`config.mk`:
```
export PLATFORM = sky130hd
export DESIGN_NAME = debug_loader_ctrl_flat
export DESIGN_NICKNAME = d
export VERILOG_FILES = /design/src/rtl/debug_loader_ctrl_if.sv /design/src/rtl/debug_loader_ctrl.sv /design/src/flat_wrapper.sv
export SDC_FILE = /design/constraint.sdc
export NUM_CORES = 1
export LEC_CHECK = 0
export BUFFER_PORTS_ARGS = -buffer_cell sky130_fd_sc_hd__buf_2
export CAP_MARGIN = 40
export CORE_MARGIN = 4
export CORE_UTILIZATION = 35
export DETAILED_ROUTE_END_ITERATION = 8
export PLACE_DENSITY = 0.54
export REMOVE_ABC_BUFFERS = 1
export SLEW_MARGIN = 25
export SYNTH_ARGS = -nofsm -noshare
export SYNTH_HDL_FRONTEND = slang
export SYNTH_SLANG_ARGS = --single-unit
```
`constraint.sdc`:
```
create_clock -name clk -period 3.4 [get_ports clk]
set_input_delay 0.68 -clock clk [delete_from_list [all_inputs] [get_ports clk]]
set_output_delay 0.68 -clock clk [all_outputs]
set_load 0.01 [all_outputs]
```
`src/rtl/debug_loader_ctrl_if.sv`:
```
// debug_loader_ctrl_if: UART FIFO, CPU control and IMEM write bus between the loader and its neighbours.
interface debug_loader_ctrl_if #(
    parameter int NB_PC           = 32,
    parameter int NB_INSTRUCTION  = 32,
    parameter int IMEM_ADDR_WIDTH = 8,
    parameter int NB_UART_DATA    = 9,
    parameter int NB_UART_ADDR    = 5
);
    logic [NB_UART_DATA-1:0]    uart_rx_data;
    logic                       uart_rx_done;
    logic                       uart_rd;
    logic                       uart_wr;
    logic [NB_UART_DATA-1:0]    uart_wdata;
    logic [NB_UART_ADDR-1:0]    uart_wsize;
    logic                       uart_tx_start;
    logic                       uart_tx_done;
    logic                       cpu_en;
    logic                       cpu_halt;
    logic [NB_PC-1:0]           cpu_pc;
    logic                       imem_we;
    logic [IMEM_ADDR_WIDTH-1:0] imem_waddr;
    logic [NB_INSTRUCTION-1:0]  imem_wdata;

    modport master (
        input  uart_rx_data, uart_rx_done, uart_tx_done, cpu_halt, cpu_pc,
        output uart_rd, uart_wr, uart_wdata, uart_wsize, uart_tx_start, cpu_en,
               imem_we, imem_waddr, imem_wdata
    );
    modport slave (
        output uart_rx_data, uart_rx_done, uart_tx_done, cpu_halt, cpu_pc,
        input  uart_rd, uart_wr, uart_wdata, uart_wsize, uart_tx_start, cpu_en,
               imem_we, imem_waddr, imem_wdata
    );
endinterface

```
`src/rtl/debug_loader_ctrl.sv`:
```
// debug_loader_ctrl: UART byte-command sequencer that loads IMEM, runs/steps the CPU and replies ACK/NAK/PC.
// Define DEBUG_TIMEOUT_EN to abort a stalled LOAD with NAK after TIMEOUT_CYCLES idle cycles.
module debug_loader_ctrl #(
    parameter int NB_PC           = 32,
    parameter int NB_INSTRUCTION  = 32,
    parameter int IMEM_ADDR_WIDTH = 8,
    parameter int NB_UART_DATA    = 9,
    parameter int NB_UART_ADDR    = 5,
    parameter int TIMEOUT_CYCLES  = 2**20
) (
    input logic                 clk,
    input logic                 rst_n,
    debug_loader_ctrl_if.master bus
);
    localparam int MAXW = 2**(IMEM_ADDR_WIDTH-2);
    localparam int PCW  = NB_PC < 32 ? NB_PC : 32;

    typedef enum logic [3:0] {
        IDLE, LOAD_LEN, LOAD_DATA, LOAD_WR, RUN, STEP, STEP_LATCH, TX_PUSH, TX_START, TX_WAIT
    } state_t;

    state_t      state, state_next;
    logic        skip, accept, timeout, loading, ack, nak, rep, cpu_en, unused_bits;
    logic [7:0]  rx_byte, n_words, k;
    logic [1:0]  bc, idx;
    logic [2:0]  len;
    logic [31:0] word, resp, pc32;

    assign rx_byte     = bus.uart_rx_data[7:0];
    assign pc32        = 32'(bus.cpu_pc[PCW-1:0]);
    assign loading     = state == LOAD_LEN || state == LOAD_DATA;
    // skip blanks the cycle after a pop while the RX FIFO head updates
    assign accept      = (state == IDLE || loading) && bus.uart_rx_done && !skip && !timeout;
    assign unused_bits = ^bus.uart_rx_data[NB_UART_DATA-1:8];

`ifdef DEBUG_TIMEOUT_EN
    localparam int TW = $clog2(TIMEOUT_CYCLES) + 1;
    logic [TW-1:0] idle_cnt;
    always_ff @(posedge clk)
        idle_cnt <= (!rst_n || !loading || accept) ? '0 : idle_cnt + 1'b1;
    assign timeout = loading && idle_cnt == TW'(TIMEOUT_CYCLES - 1);
`else
    logic unused_timeout;
    assign unused_timeout = TIMEOUT_CYCLES != 0;
    assign timeout        = 1'b0;
`endif

    always_comb begin
        state_next = state;
        ack        = 1'b0;
        nak        = 1'b0;
        rep        = 1'b0;
        case (state)
            IDLE: if (accept) begin
                if (rx_byte == 8'h4C) state_next = LOAD_LEN;
                else if (rx_byte == 8'h52) begin
                    if (bus.cpu_halt) rep = 1'b1;
                    else state_next = RUN;
                end
                else if (rx_byte == 8'h53) state_next = STEP;
                else nak = 1'b1;
            end
            LOAD_LEN: if (timeout) nak = 1'b1;
                else if (accept) begin
                    if (rx_byte == 8'd0 || int'(rx_byte) > MAXW) nak = 1'b1;
                    else state_next = LOAD_DATA;
                end
            LOAD_DATA:  if (timeout) nak = 1'b1; else if (accept && bc == 2'd3) state_next = LOAD_WR;
            LOAD_WR:    if (k == n_words - 8'd1) ack = 1'b1; else state_next = LOAD_DATA;
            RUN:        if (bus.cpu_halt) rep = 1'b1;
            STEP:       state_next = STEP_LATCH;
            STEP_LATCH: rep = 1'b1;
            TX_PUSH:    if ({1'b0, idx} == len - 3'd1) state_next = TX_START;
            TX_START:   state_next = TX_WAIT;
            TX_WAIT:    if (bus.uart_tx_done) state_next = IDLE;
            default:    state_next = IDLE;
        endcase
        if (ack || nak || rep) state_next = TX_PUSH;
    end

    always_ff @(posedge clk) begin
        if (!rst_n) begin
            state   <= IDLE;
            skip    <= 1'b1;
            cpu_en  <= 1'b0;
            n_words <= '0;
            k       <= '0;
            bc      <= '0;
            idx     <= '0;
            len     <= '0;
            word    <= '0;
            resp    <= '0;
        end else begin
            state  <= state_next;
            skip   <= accept;
            cpu_en <= state_next == RUN || state_next == STEP;
            if (state == LOAD_LEN && accept) begin
                n_words <= rx_byte;
                k       <= '0;
                bc      <= '0;
            end
            if (state == LOAD_DATA && accept) begin
                word[8*bc +: 8] <= rx_byte;
                bc              <= bc + 2'd1;
            end
            if (state == LOAD_WR) k <= k + 8'd1;
            if (ack || nak || rep) begin
                resp <= rep ? pc32 : {24'd0, ack ? 8'h06 : 8'h15};
                len  <= rep ? 3'd4 : 3'd1;
                idx  <= '0;
            end
            if (state == TX_PUSH) idx <= idx + 2'd1;
        end
    end

    assign bus.cpu_en        = cpu_en;
    assign bus.uart_rd       = accept;
    assign bus.uart_wr       = state == TX_PUSH;
    assign bus.uart_wdata    = state == TX_PUSH ? NB_UART_DATA'(resp[8*idx +: 8]) : '0;
    assign bus.uart_tx_start = state == TX_START;
    assign bus.uart_wsize    = state == TX_START ? NB_UART_ADDR'(len) : '0;
    assign bus.imem_we       = state == LOAD_WR;
    assign bus.imem_waddr    = state == LOAD_WR ? IMEM_ADDR_WIDTH'({k, 2'b00}) : '0;
    assign bus.imem_wdata    = state == LOAD_WR ? NB_INSTRUCTION'(word) : '0;
endmodule
```
`src/flat_wrapper.sv`:
```
// flat-port wrapper written by rule: the top's interface ports become plain ports
module debug_loader_ctrl_flat 
#(
    parameter int NB_PC           = 32,
    parameter int NB_INSTRUCTION  = 32,
    parameter int IMEM_ADDR_WIDTH = 8,
    parameter int NB_UART_DATA    = 9,
    parameter int NB_UART_ADDR    = 5,
    parameter int TIMEOUT_CYCLES  = 2**20
)
  (clk, rst_n, bus_uart_rx_data, bus_uart_rx_done, bus_uart_tx_done, bus_cpu_halt, bus_cpu_pc, bus_uart_rd, bus_uart_wr, bus_uart_wdata, bus_uart_wsize, bus_uart_tx_start, bus_cpu_en, bus_imem_we, bus_imem_waddr, bus_imem_wdata);
  debug_loader_ctrl_if #(.NB_PC(NB_PC), .NB_INSTRUCTION(NB_INSTRUCTION), .IMEM_ADDR_WIDTH(IMEM_ADDR_WIDTH), .NB_UART_DATA(NB_UART_DATA), .NB_UART_ADDR(NB_UART_ADDR)) bus_i ();
  input logic clk;
  input logic rst_n;
  input wire logic [$bits(bus_i.uart_rx_data)-1:0] bus_uart_rx_data;
  input wire logic [$bits(bus_i.uart_rx_done)-1:0] bus_uart_rx_done;
  input wire logic [$bits(bus_i.uart_tx_done)-1:0] bus_uart_tx_done;
  input wire logic [$bits(bus_i.cpu_halt)-1:0] bus_cpu_halt;
  input wire logic [$bits(bus_i.cpu_pc)-1:0] bus_cpu_pc;
  output wire logic [$bits(bus_i.uart_rd)-1:0] bus_uart_rd;
  output wire logic [$bits(bus_i.uart_wr)-1:0] bus_uart_wr;
  output wire logic [$bits(bus_i.uart_wdata)-1:0] bus_uart_wdata;
  output wire logic [$bits(bus_i.uart_wsize)-1:0] bus_uart_wsize;
  output wire logic [$bits(bus_i.uart_tx_start)-1:0] bus_uart_tx_start;
  output wire logic [$bits(bus_i.cpu_en)-1:0] bus_cpu_en;
  output wire logic [$bits(bus_i.imem_we)-1:0] bus_imem_we;
  output wire logic [$bits(bus_i.imem_waddr)-1:0] bus_imem_waddr;
  output wire logic [$bits(bus_i.imem_wdata)-1:0] bus_imem_wdata;
  assign bus_i.uart_rx_data = bus_uart_rx_data;
  assign bus_i.uart_rx_done = bus_uart_rx_done;
  assign bus_i.uart_tx_done = bus_uart_tx_done;
  assign bus_i.cpu_halt = bus_cpu_halt;
  assign bus_i.cpu_pc = bus_cpu_pc;
  assign bus_uart_rd = bus_i.uart_rd;
  assign bus_uart_wr = bus_i.uart_wr;
  assign bus_uart_wdata = bus_i.uart_wdata;
  assign bus_uart_wsize = bus_i.uart_wsize;
  assign bus_uart_tx_start = bus_i.uart_tx_start;
  assign bus_cpu_en = bus_i.cpu_en;
  assign bus_imem_we = bus_i.imem_we;
  assign bus_imem_waddr = bus_i.imem_waddr;
  assign bus_imem_wdata = bus_i.imem_wdata;
  debug_loader_ctrl #(.NB_PC(NB_PC), .NB_INSTRUCTION(NB_INSTRUCTION), .IMEM_ADDR_WIDTH(IMEM_ADDR_WIDTH), .NB_UART_DATA(NB_UART_DATA), .NB_UART_ADDR(NB_UART_ADDR), .TIMEOUT_CYCLES(TIMEOUT_CYCLES)) u_core (.clk(clk), .rst_n(rst_n), .bus(bus_i));
endmodule
```
==> impl_metrics.xml <==
<?xml version="1.0" encoding="UTF-8"?>
<metrics>
  <group name="outcome">
    <metric name="result_of_the_run" unit="">finished, final reports clean</metric>
  </group>
  <group name="worst_setup_path">
    <metric name="crit_path_max_incr_delay" unit="ns">0.57</metric>
    <metric name="worstPathMaxFanout" unit="">12</metric>
    <metric name="timing.critical_path.to_type" unit="">output pin</metric>
    <metric name="critical_path.startpoint_type" unit="">register</metric>
    <metric name="critical_path.endpoint" unit="">bus_uart_wdata[1]</metric>
    <metric name="regToRegStartpoint" unit="">u_core.n_words[0]$_SDFFE_PN0P_</metric>
    <metric name="timing.critical_path.required" unit="ns">2.72</metric>
    <metric name="crit_startpoint" unit="">u_core.state[0]$_SDFF_PN0_</metric>
    <metric name="cp_cell_sequence" unit="">nand2_1 &gt; or2_2 &gt; inv_1 &gt; and2_1 &gt; buf_2</metric>
    <metric name="worstSetupPathType" unit="">register to output pin</metric>
    <metric name="r2r-end" unit="">u_core.resp[22]$_SDFFE_PN0P_</metric>
    <metric name="worstPathArrival" unit="ns">2.09</metric>
    <metric name="r2r_setup_slack" unit="ns">0.87</metric>
    <metric name="crit_path_top_delay_cell" unit="">dfxtp_1</metric>
    <metric name="worstRegToRegCells" unit="">8</metric>
  </group>
  <group name="timing">
    <metric name="grt_setup_unrepaired" unit="">no</metric>
    <metric name="final_hold_viol_count" unit="">0</metric>
    <metric name="maxSlewHeadroom" unit="">0.462</metric>
    <metric name="timing.final.max_slew_violations" unit="">0</metric>
    <metric name="worst_clock_skew" unit="ns">0.00745</metric>
    <metric name="max_frequency" unit="MHz">361</metric>
    <metric name="worst-slew-pin-transition" unit="ns">0.805</metric>
    <metric name="final_tns_setup" unit="ns">0</metric>
    <metric name="finalSetupViolCount" unit="">0</metric>
    <metric name="finalWorstSetupSlack" unit="ns">0.632</metric>
    <metric name="min_period" unit="ns">2.77</metric>
    <metric name="post-route-period-util" unit="">0.814</metric>
  </group>
  <group name="synth">
    <metric name="count_of_flip_flops_with_a_built_in_enable_after_synthesis" unit="">0</metric>
    <metric name="syn_area_per_cell" unit="µm²">8.59</metric>
    <metric name="synthesis.yosys.warnings" unit="">0</metric>
    <metric name="ys_dominant_reg_cell" unit="">dfxtp_1</metric>
    <metric name="synthTopCellsByArea" unit="">dfxtp_1 41%, and2_1 7.7%, a21oi_1 5.7%, nand2_1 5.6%, a22o_1 5.5%</metric>
    <metric name="count_of_different_cell_masters_after_synthesis" unit="">60</metric>
    <metric name="synth-seq-cells" unit="">92</metric>
    <metric name="cell_area_after_technology_mapping" unit="µm²">4480</metric>
    <metric name="synth_sequential_area_ratio" unit="">0.412</metric>
    <metric name="synth_top_area_share" unit="">0.412</metric>
    <metric name="netlist_instances" unit="">521</metric>
    <metric name="yosysTopAreaCell" unit="">dfxtp_1</metric>
    <metric name="async_reset_ff_frac" unit="">0</metric>
  </group>
  <group name="clock_network">
    <metric name="cts_post_setup_buffers_inserted" unit="">0</metric>
    <metric name="tritoncts" unit="">yes</metric>
    <metric name="cts.root.buffer_cell" unit="">clkbuf_16</metric>
    <metric name="htree_levels" unit="">3</metric>
    <metric name="cts.sink_count" unit="">92</metric>
    <metric name="cts_buffers" unit="">9</metric>
    <metric name="post_cts.resized_instances" unit="">0</metric>
    <metric name="clk_transition_reported_paths" unit="ns">0.06</metric>
    <metric name="max-clock-path-buffers" unit="">2</metric>
    <metric name="postCtsHoldBufs" unit="">0</metric>
    <metric name="clock_latency_at_the_later_pin_of_the_worst_skew_pair" unit="ns">0.34</metric>
  </group>
  <group name="power_and_ir_drop">
    <metric name="seq_power_share" unit="">0.440</metric>
    <metric name="combPwrFrac" unit="">0.197</metric>
    <metric name="clock_power_share" unit="">0.364</metric>
    <metric name="intPower" unit="µW">2080</metric>
    <metric name="p_sw_frac" unit="">0.287</metric>
    <metric name="netSwitchingPower" unit="µW">839</metric>
    <metric name="cellPowerDensity" unit="nW/µm²">544</metric>
    <metric name="ir_drop" unit="µV">252</metric>
    <metric name="leakage" unit="µW">0.00222</metric>
  </group>
  <group name="global_route">
    <metric name="grt_use_total" unit="">0.159</metric>
    <metric name="pin_count_of_the_biggest_net_entering_global_routing" unit="">53</metric>
    <metric name="grt_antenna_before_repair" unit="">0</metric>
    <metric name="number_of_global_route_vias_before_repair" unit="">3827</metric>
    <metric name="overflow" unit="">0</metric>
    <metric name="wire_length_of_the_first_global_routing_pass" unit="µm">18900</metric>
  </group>
  <group name="finish">
    <metric name="final_net_count" unit="">656</metric>
    <metric name="layout-area-overhead-vs-synth" unit="%">20.1</metric>
    <metric name="final_common_cell" unit="">buf_2</metric>
    <metric name="antenna_cells_inserted" unit="">0</metric>
    <metric name="nFillCells" unit="">1265</metric>
    <metric name="commonest_cells_after_routing_fill_and_taps_aside" unit="">98 x buf_2, 92 x dfxtp_1, 67 x nand2_1</metric>
    <metric name="final_layout_size_suffix_gt1_frac" unit="">0.235</metric>
  </group>
  <group name="floorplanning">
    <metric name="top_level_ports" unit="">105</metric>
    <metric name="die_height" unit="µm">121</metric>
    <metric name="core_region" unit="µm²">12600</metric>
    <metric name="die_w" unit="µm">121</metric>
    <metric name="fp.dieArea" unit="µm²">14700</metric>
    <metric name="floorplan.initialDensity" unit="">0.356</metric>
    <metric name="rows" unit="">41</metric>
  </group>
  <group name="min_path">
    <metric name="min_path_type" unit="">register to register</metric>
    <metric name="worst_min_path_start" unit="">u_core.word[10]$_SDFFE_PN0P_</metric>
  </group>
  <group name="detailed_routing">
    <metric name="post_drt_wl_per_cell" unit="µm">14.6</metric>
    <metric name="via_count" unit="">3898</metric>
    <metric name="route.final.wire_length" unit="µm">11400</metric>
    <metric name="dr.pass1.iters" unit="">4</metric>
    <metric name="route.detailed.drc" unit="">0</metric>
    <metric name="number_of_nets_with_antenna_violations_after_routing" unit="">0</metric>
    <metric name="first_iter_violations" unit="">224</metric>
    <metric name="via_per_inst" unit="">5.00</metric>
  </group>
  <group name="job">
    <metric name="maxCapViolCount" unit="">0</metric>
  </group>
  <group name="placement">
    <metric name="post-dp-hpwl" unit="µm">8050</metric>
    <metric name="portBuffers" unit="">97</metric>
    <metric name="pre_cts_slack" unit="ns">0.608</metric>
    <metric name="finalWeightedCongestion" unit="">0.794</metric>
  </group>
</metrics>
-- area by class of cell --
type                       count  area, µm²  share of cell area
multi-input combinational    384       2420               0.449
sequential                    92       1840               0.343
timing repair buffer         107        553               0.103
clock buffer                  10        229              0.0426
tap                          172        215              0.0400
clock inverter                 6       87.6              0.0163
inverter                       9       33.8             0.00628
-- worst min path at each step --
| stage | cells after the start | slack [ns] | to |
|---|---|---|---|
| after global routing | 2 | 0.47 | u_core.word[1]$_SDFFE_PN0P_ |
| after CTS | 2 | 0.45 | u_core.word[30]$_SDFFE_PN0P_ |
| after global placement | 2 | 0.44 | u_core.word[9]$_SDFFE_PN0P_ |
| after detailed placement | 2 | 0.44 | u_core.word[21]$_SDFFE_PN0P_ |
| after floorplan | 2 | 0.43 | u_core.word[0]$_SDFFE_PN0P_ |
| final | 2 | 0.45 | u_core.word[10]$_SDFFE_PN0P_ |
-- kinds of logic (layout without fill, tap and decap cells) --
logic type | after synthesis | count (layout) | share of synthesized area
buf+inv | 50 | 132 | 0.0534
other cells | 1 | 6 | 0.000838
fa+ha+maj | 7 | 7 | 0.0196
mux | 9 | 9 | 0.0428
compound gates | 114 | 114 | 0.173
flops | 92 | 92 | 0.412
xor+xnor | 10 | 10 | 0.0196
simple gates | 238 | 238 | 0.279
-- Yosys cell counts (3+ instances only) --
cell	number
nor2_1	23
inv_1	7
xor2_1	3
a22o_1	28
mux4_2	8
o21ai_0	6
ha_1	7
a21oi_1	51
nor3_1	12
nor3b_1	3
a31oi_1	5
nand3_1	43
nor2b_1	7
buf_6	3
nand2_1	67
dfxtp_1	92
and2_1	55
or2_2	3
nand2b_1	5
a22oi_1	3
buf_4	7
xnor2_1	7
clkbuf_1	29
-- registers in the layout, indices dropped and copies added (netlist names) --
signal / flops
u_core.resp: 32
u_core.bc: 2
u_core.len: 2
u_core.n_words: 8
u_core.idx: 2
u_core.word: 32
u_core.k: 8
u_core.bus.cpu_en: 1
u_core.skip: 1
u_core.state: 4
-- critical path, delay by kind of cell, from the launching register on --
kind                   cells  cell delay, ns
AND/OR/NAND/NOR            3            0.72
flip-flops                 1            0.57
buffers and inverters      2            0.46
-- power groups by stage --
stage	registers [µW]	clock network, µW	logic (µW)
2_1_floorplan	1270	0	402
3_3_place_gp	1300	0	554
3_5_place_dp	1310	0	573
4_1_cts	1280	1090	573
5_1_grt	1300	1150	650
6_report	1280	1060	575
-- per-layer routing --
| metal | routed length (µm) | vias to the layer above | global-route usage |
|---|---|---|---|
| li1 | - | 1983 | - |
| met2 | 5170 | 109 | 0.254 |
| met1 | 5400 | 1795 | 0.209 |
| met5 | 0 | - | 0 |
| met4 | 135 | 0 | 0.0496 |
| met3 | 717 | 11 | 0.0443 |
-- stage by stage --
stage / area, µm² / util / hold slack (ns) / power, µW / std cells
after floorplan: 4290 / - / 0.427 / 1680 / 485
after global placement: 5040 / 0.401 / 0.436 / 1860 / 761
after detailed placement: 5050 / 0.402 / 0.441 / 1880 / 762
after CTS: 5370 / 0.427 / 0.450 / 2950 / 778
after global routing: 5380 / 0.428 / 0.470 / 3100 / 780
final: 5380 / 0.428 / 0.447 / 2920 / 780
(Power assumes the default switching activity.)
